### src/rtl/mem_port_arbiter.sv
// mem_port_arbiter: shares one RAM port between instruction fetch and data requesters.
// Optional ARB_STARVE_GUARD_EN forces an instruction grant after STARVE_LIMIT data grants.
module mem_port_arbiter #(
  parameter int TIMEOUT_CYCLES = 16,
  parameter int STARVE_LIMIT = 4
) (
  input  logic        CLK,
  input  logic        nRST,
  input  logic        iREN,
  input  logic [31:0] iaddr,
  input  logic        dREN,
  input  logic        dWEN,
  input  logic [31:0] daddr,
  input  logic [31:0] dstore,
  output logic        ihit,
  output logic        dhit,
  output logic [31:0] iload,
  output logic [31:0] dload,
  output logic        ramREN,
  output logic        ramWEN,
  output logic [31:0] ramaddr,
  output logic [31:0] ramstore,
  input  logic [31:0] ramload,
  input  logic        ram_ready,
  output logic        arb_err
);
  typedef enum logic [2:0] {IDLE, I_ACC, D_ACC, I_DONE, D_DONE} state_t;
  localparam int TW = $clog2(TIMEOUT_CYCLES + 1);
  state_t state;
  logic [TW-1:0] tcnt;
  logic d_req, grant_i, acc, req;
  assign d_req = dREN | dWEN;
  assign acc = (state == I_ACC) || (state == D_ACC);
  assign req = (state == I_ACC) ? iREN : d_req;
`ifdef ARB_STARVE_GUARD_EN
  localparam int SW = ($clog2(STARVE_LIMIT + 1) < 3) ? 3 : $clog2(STARVE_LIMIT + 1);
  logic [SW-1:0] scnt;
  logic unused_ok;
  assign unused_ok = ^{iaddr[1:0], daddr[1:0]};
  assign grant_i = iREN && (!d_req || scnt == SW'(STARVE_LIMIT));
  always_ff @(posedge CLK or negedge nRST)
    if (!nRST) scnt <= '0;
    else if (state == IDLE && (grant_i || d_req))
      scnt <= (grant_i || !iREN) ? '0 : scnt + 1'b1;
`else
  logic unused_ok;
  assign unused_ok = ^{iaddr[1:0], daddr[1:0], 3'(STARVE_LIMIT)};
  assign grant_i = iREN && !d_req;
`endif
  // Strobes follow state combinationally so an async reset drops them at once.
  assign ramREN = (state == I_ACC) || (state == D_ACC && !dWEN);
  assign ramWEN = (state == D_ACC) && dWEN;
  assign ramaddr = (state == I_ACC) ? {iaddr[31:2], 2'b00} :
                   (state == D_ACC) ? {daddr[31:2], 2'b00} : '0;
  assign ramstore = ramWEN ? dstore : '0;
  always_ff @(posedge CLK or negedge nRST) begin
    if (!nRST) begin
      state <= IDLE;
      tcnt <= '0;
      ihit <= 1'b0;
      dhit <= 1'b0;
      arb_err <= 1'b0;
      iload <= '0;
      dload <= '0;
    end else begin
      ihit <= 1'b0;
      dhit <= 1'b0;
      arb_err <= 1'b0;
      if (state == IDLE) begin
        tcnt <= '0;
        if (grant_i) state <= I_ACC;
        else if (d_req) state <= D_ACC;
      end else if (acc) begin
        if (!req) state <= IDLE;
        else if (ram_ready) begin
          if (state == I_ACC) begin
            iload <= ramload;
            ihit <= 1'b1;
            state <= I_DONE;
          end else begin
            if (!dWEN) dload <= ramload;
            dhit <= 1'b1;
            state <= D_DONE;
          end
        end else if (tcnt == TW'(TIMEOUT_CYCLES - 1)) begin
          state <= IDLE;
          arb_err <= 1'b1;
        end else tcnt <= tcnt + 1'b1;
      end else state <= IDLE;
    end
  end
endmodule

### config.mk
export PLATFORM = sky130hd
export DESIGN_NAME = mem_port_arbiter
export DESIGN_NICKNAME = d
export VERILOG_FILES = /design/src/rtl/mem_port_arbiter.sv
export SDC_FILE = /design/constraint.sdc
export NUM_CORES = 1
export LEC_CHECK = 0
export CAP_MARGIN = 20
export CORE_AREA = 2 2 148 78
export CTS_CLUSTER_SIZE = 14
export DETAILED_ROUTE_END_ITERATION = 8
export DIE_AREA = 0 0 150 80
export GPL_TIMING_DRIVEN = 0
export PLACE_DENSITY = 0.81
export SYNTH_ARGS = -nofsm -noshare
export SYNTH_HDL_FRONTEND = slang
export SYNTH_SLANG_ARGS = --single-unit
### constraint.sdc
create_clock -name CLK -period 2.5 [get_ports CLK]
set_input_delay 0.375 -clock CLK [delete_from_list [all_inputs] [get_ports CLK]]
set_output_delay 0.375 -clock CLK [all_outputs]
set_load 0.02 [all_outputs]
==> results.md <==
- The flip-flop and latch count after synthesis is 75.
- Across the whole layout, storage elements account for about 0.0019 mm2.
- Once layout is complete, the utilization of the core stands at between 60% and 70%.
- sky130_fd_sc_hd__dfrtp_1 is the most common cell in the netlist.
- The detailed router finished its first iteration with 135 violations.
- In this run the number of H-tree levels came out at 3.
- The worst path meets setup with 0.101 ns of slack.
- At the later pin of the worst-skew pair, clock insertion delay measures 0.32 ns.
- The number of endpoints failing setup at the final stage is 0.
- The synthesized area divided by synthesized cell count is about 13 um2.
- The normalized max-slew margin is a little under two fifths.
- CTS saw 75 sinks.
- The final critical path takes up 96.0% of the cycle.
- The detailed router placed 3391 vias in this run.
- Before antenna repair, the detailed router went through 4 iterations.
- Sequential cells were found to cover ~53% of the synthesized design area.
- In this run the deepest clock path goes through 2 buffers.
- Ranked by total cell area, the synthesized netlist is headed by sky130_fd_sc_hd__dfrtp_1 (53%), sky130_fd_sc_hd__mux2_2 (20%), sky130_fd_sc_hd__a22o_1 (7.4%).
- Entering global routing, the biggest net connects between 70 and 80 pins.
- At the pin with the least slew margin, the transition time is roughly 0.93 ns.
- The via count of the first global-routing pass came to approximately 3500.
- On the final layout, the worst clock skew is roughly 0.0070 ns.
- In this run the horizontal extent of the chip is approximately 150 um.
- The tree is rooted in a sky130_fd_sc_hd__clkbuf_16.
- After floorplanning, the core was sized to cover ~0.011 mm2.
- The power per standard cell area is approximately 1000 mW/mm2.
- The worst setup path is of the reg2out kind.
- The die covers about 0.012 mm2.
- The layout has ~900 filler cells.
- The count of standard-cell rows is 27.
- For this run, the number of Yosys warnings is 0.
- The min-delay analysis places its worst path in the category in2async.
- The number of enable-type register cells in the synthesized netlist is 0.
- The CTS tree is done.
- The effective utilization at floorplan is 33.1%.
- The flow ran to the end, and the final reports show no timing, DRC or antenna violations.
- The number of I/O pins is about 270.
- The multi-input combinational cells in the finished layout cover a total of approximately 0.0015 mm2.
- The total routing resource utilization after global routing is 21.9%.
- The first global-routing pass estimated around 20000 um of wire.
- In the final layout, the share of cells above drive strength 1 is around 22%.
- The endpoint kind of the worst setup timing path is an output port.
- The number of instances in the synthesized netlist is between 200 and 300.
- Among all flip-flop cells after synthesis, the most frequent one is sky130_fd_sc_hd__dfrtp_1.
- The cell area after technology mapping is between 0.003 and 0.004 mm2.
- Of all nets on the critical path, the largest fanout is 10.
- The number of clock buffers added by TritonCTS is 9.
- The post-detailed-placement half-perimeter wirelength is around 11000 um.
- The final antenna diode count is 0.
- After detailed routing, the number of vias per cell comes to between 4 and 5.
- The hold violation total from the final report is 0.
- The overall routed net length is around 13000 um.
- In the final routed layout, each cell accounts on average for 18.9 um.
- The count of buffers added on input and output ports is between 200 and 300.
- The final critical-path required period is roughly 2.4 ns.
- Once detail routing completed, the nets flagged for antenna violations numbered 0.
- The leading area contributor after synthesis is sky130_fd_sc_hd__dfrtp_1.
- After clock tree synthesis, the clock-pin slew on the worst setup and hold paths is roughly 0.06 ns.
- The critical path startpoint category is a flip-flop.
- The max-cap violation count is 0.
- Summed over all layers, the global routing overflow is 0.
- The placer congestion estimate is roughly 0.95.
- The number of different library cells in the post-synthesis netlist is 33.
- Sorting the synthesized cells by how often they occur yields sky130_fd_sc_hd__dfrtp_1 (75), sky130_fd_sc_hd__mux2_2 (64), sky130_fd_sc_hd__and3_1 (34).
- The die is 80 um tall.
- The fmax is 0.417 GHz.
- The final number of max-transition violations is 0.
- Across the VDD grid, the largest voltage drop is 0.530 mV.
- Compared with the post-synthesis result, the final layout area differs by 86.7%.
- Data on the critical path is required at its endpoint by between 2 and 2.5 ns.
- Setup repair after global routing left no endpoint under its margin.
- After synthesis, the share of flip-flops with an asynchronous set or reset is 100%.
- The share of the synthesized area in the top cell type is 53.1%.
- In this run the register-to-register setup slack is ~0.5 ns.
- Summed over all failing endpoints, the final setup total negative slack is 0 ns.
- Prior to clock tree synthesis, the placed netlist has a worst setup slack of -0.202 ns.
- Data arrives at the worst endpoint at between 2 and 2.5 ns.
- The initial antenna violation count is 0.
- The total leakage power is around 3.2 nW.
- The count of unresolved DRC violations after routing is 0.
- The number of nets in the finished design is ~700.
## report_power, final
part | total (mW) | internal (mW) | switching, mW
logic | 3.57 | 1.78 | 1.79
clock network | 1.27 | 0.799 | 0.474
registers | 1.91 | 1.66 | 0.245
## cells by family (layout without fill, tap and decap cells)
| family | count (synthesis) | after routing | synth area share [%] |
|---|---|---|---|
| fa+ha+maj | 2 | 2 | 0.708 |
| simple gates | 63 | 63 | 10.7 |
| other cells | 1 | 2 | 0.106 |
| buf+inv | 27 | 305 | 4.18 |
| compound gates | 45 | 45 | 10.5 |
| mux | 65 | 65 | 20.7 |
| flops | 75 | 75 | 53.1 |
## registers in the layout, summed over array words and instances (netlist names)
signal   count
arb_err      1
dhit         1
tcnt         5
dload       32
state        3
iload       32
ihit         1
## per-stage QoR
step	power, mW	std cells	instance area, um2	hold WS, ns
detailed placement	5.61	684	6320	0.493
floorplan	3.73	279	3540	0.0794
global placement	5.53	684	6320	0.464
global route	7.11	702	6600	0.251
CTS	6.80	702	6600	0.225
finish	6.75	702	6600	0.189
## layer usage
metal	vias up	wire length, um	global-route usage, %
met2	118	6080	35.0
met1	1685	6080	29.0
li1	1574	-	-
met3	14	1000	7.89
met4	0	92	3.87
met5	-	0	0
## timing repair
item / in CTS / in global routing
pin swaps: 1 / 0
resized for setup: 76 / 27
hold buffers: 0 / 0
cloned: 0 / 0
buffers inserted: 2 / 0
setup endpoints to repair: 64 / 36
## cell type report
| cell class | instances | area share (%) |
|---|---|---|
| sequential | 75 | 28.5 |
| clock inverter | 6 | 0.948 |
| inverter | 3 | 0.171 |
| timing repair buffer | 262 | 38.5 |
| clock buffer | 10 | 3.62 |
| multi-input combinational | 177 | 23.1 |
| tap | 145 | 2.75 |
| buffer | 24 | 2.43 |
## worst max-delay path, stage by stage (launching register included)
cell and delay [ns]:
sky130_fd_sc_hd__dfrtp_1 0.47, sky130_fd_sc_hd__nor2_2 0.19, sky130_fd_sc_hd__and2_1 0.15, sky130_fd_sc_hd__clkbuf_1 0.19, sky130_fd_sc_hd__buf_4 0.22, sky130_fd_sc_hd__a22o_1 0.15
sky130_fd_sc_hd__dlygate4sd2_1 0.33
## worst paths after layout
kind                            depth (start not counted)     start           to
worst max register to register                          6   tcnt[0]      tcnt[3]
min in group CLK                                        1  dload[7]     dload[7]
worst max-delay path                                    6  state[2]  ramaddr[20]
worst min-delay path                                    1      nRST    iload[21]
worst min register to register                          1  dload[7]     dload[7]
max in group asynchronous                               1      nRST     state[1]
## cell usage in the layout (no fill, tap or decap), types with 3 or more instances in the layout
cell,instances
sky130_fd_sc_hd__clkinv_2,3
sky130_fd_sc_hd__clkbuf_16,9
sky130_fd_sc_hd__clkbuf_2,12
sky130_fd_sc_hd__a21oi_1,3
sky130_fd_sc_hd__o21ai_0,3
sky130_fd_sc_hd__clkdlybuf4s50_1,195
sky130_fd_sc_hd__nand2_1,5
sky130_fd_sc_hd__buf_2,5
sky130_fd_sc_hd__buf_6,3
sky130_fd_sc_hd__a22o_1,30
sky130_fd_sc_hd__buf_4,12
sky130_fd_sc_hd__nor2_1,8
sky130_fd_sc_hd__clkdlybuf4s15_1,6
sky130_fd_sc_hd__nor3_1,3
sky130_fd_sc_hd__and3_1,34
sky130_fd_sc_hd__mux2_2,64
sky130_fd_sc_hd__dfrtp_1,74
sky130_fd_sc_hd__inv_1,3
sky130_fd_sc_hd__dlymetal6s2s_1,6
sky130_fd_sc_hd__dlygate4sd2_1,46
(Power assumes the default switching activity.)
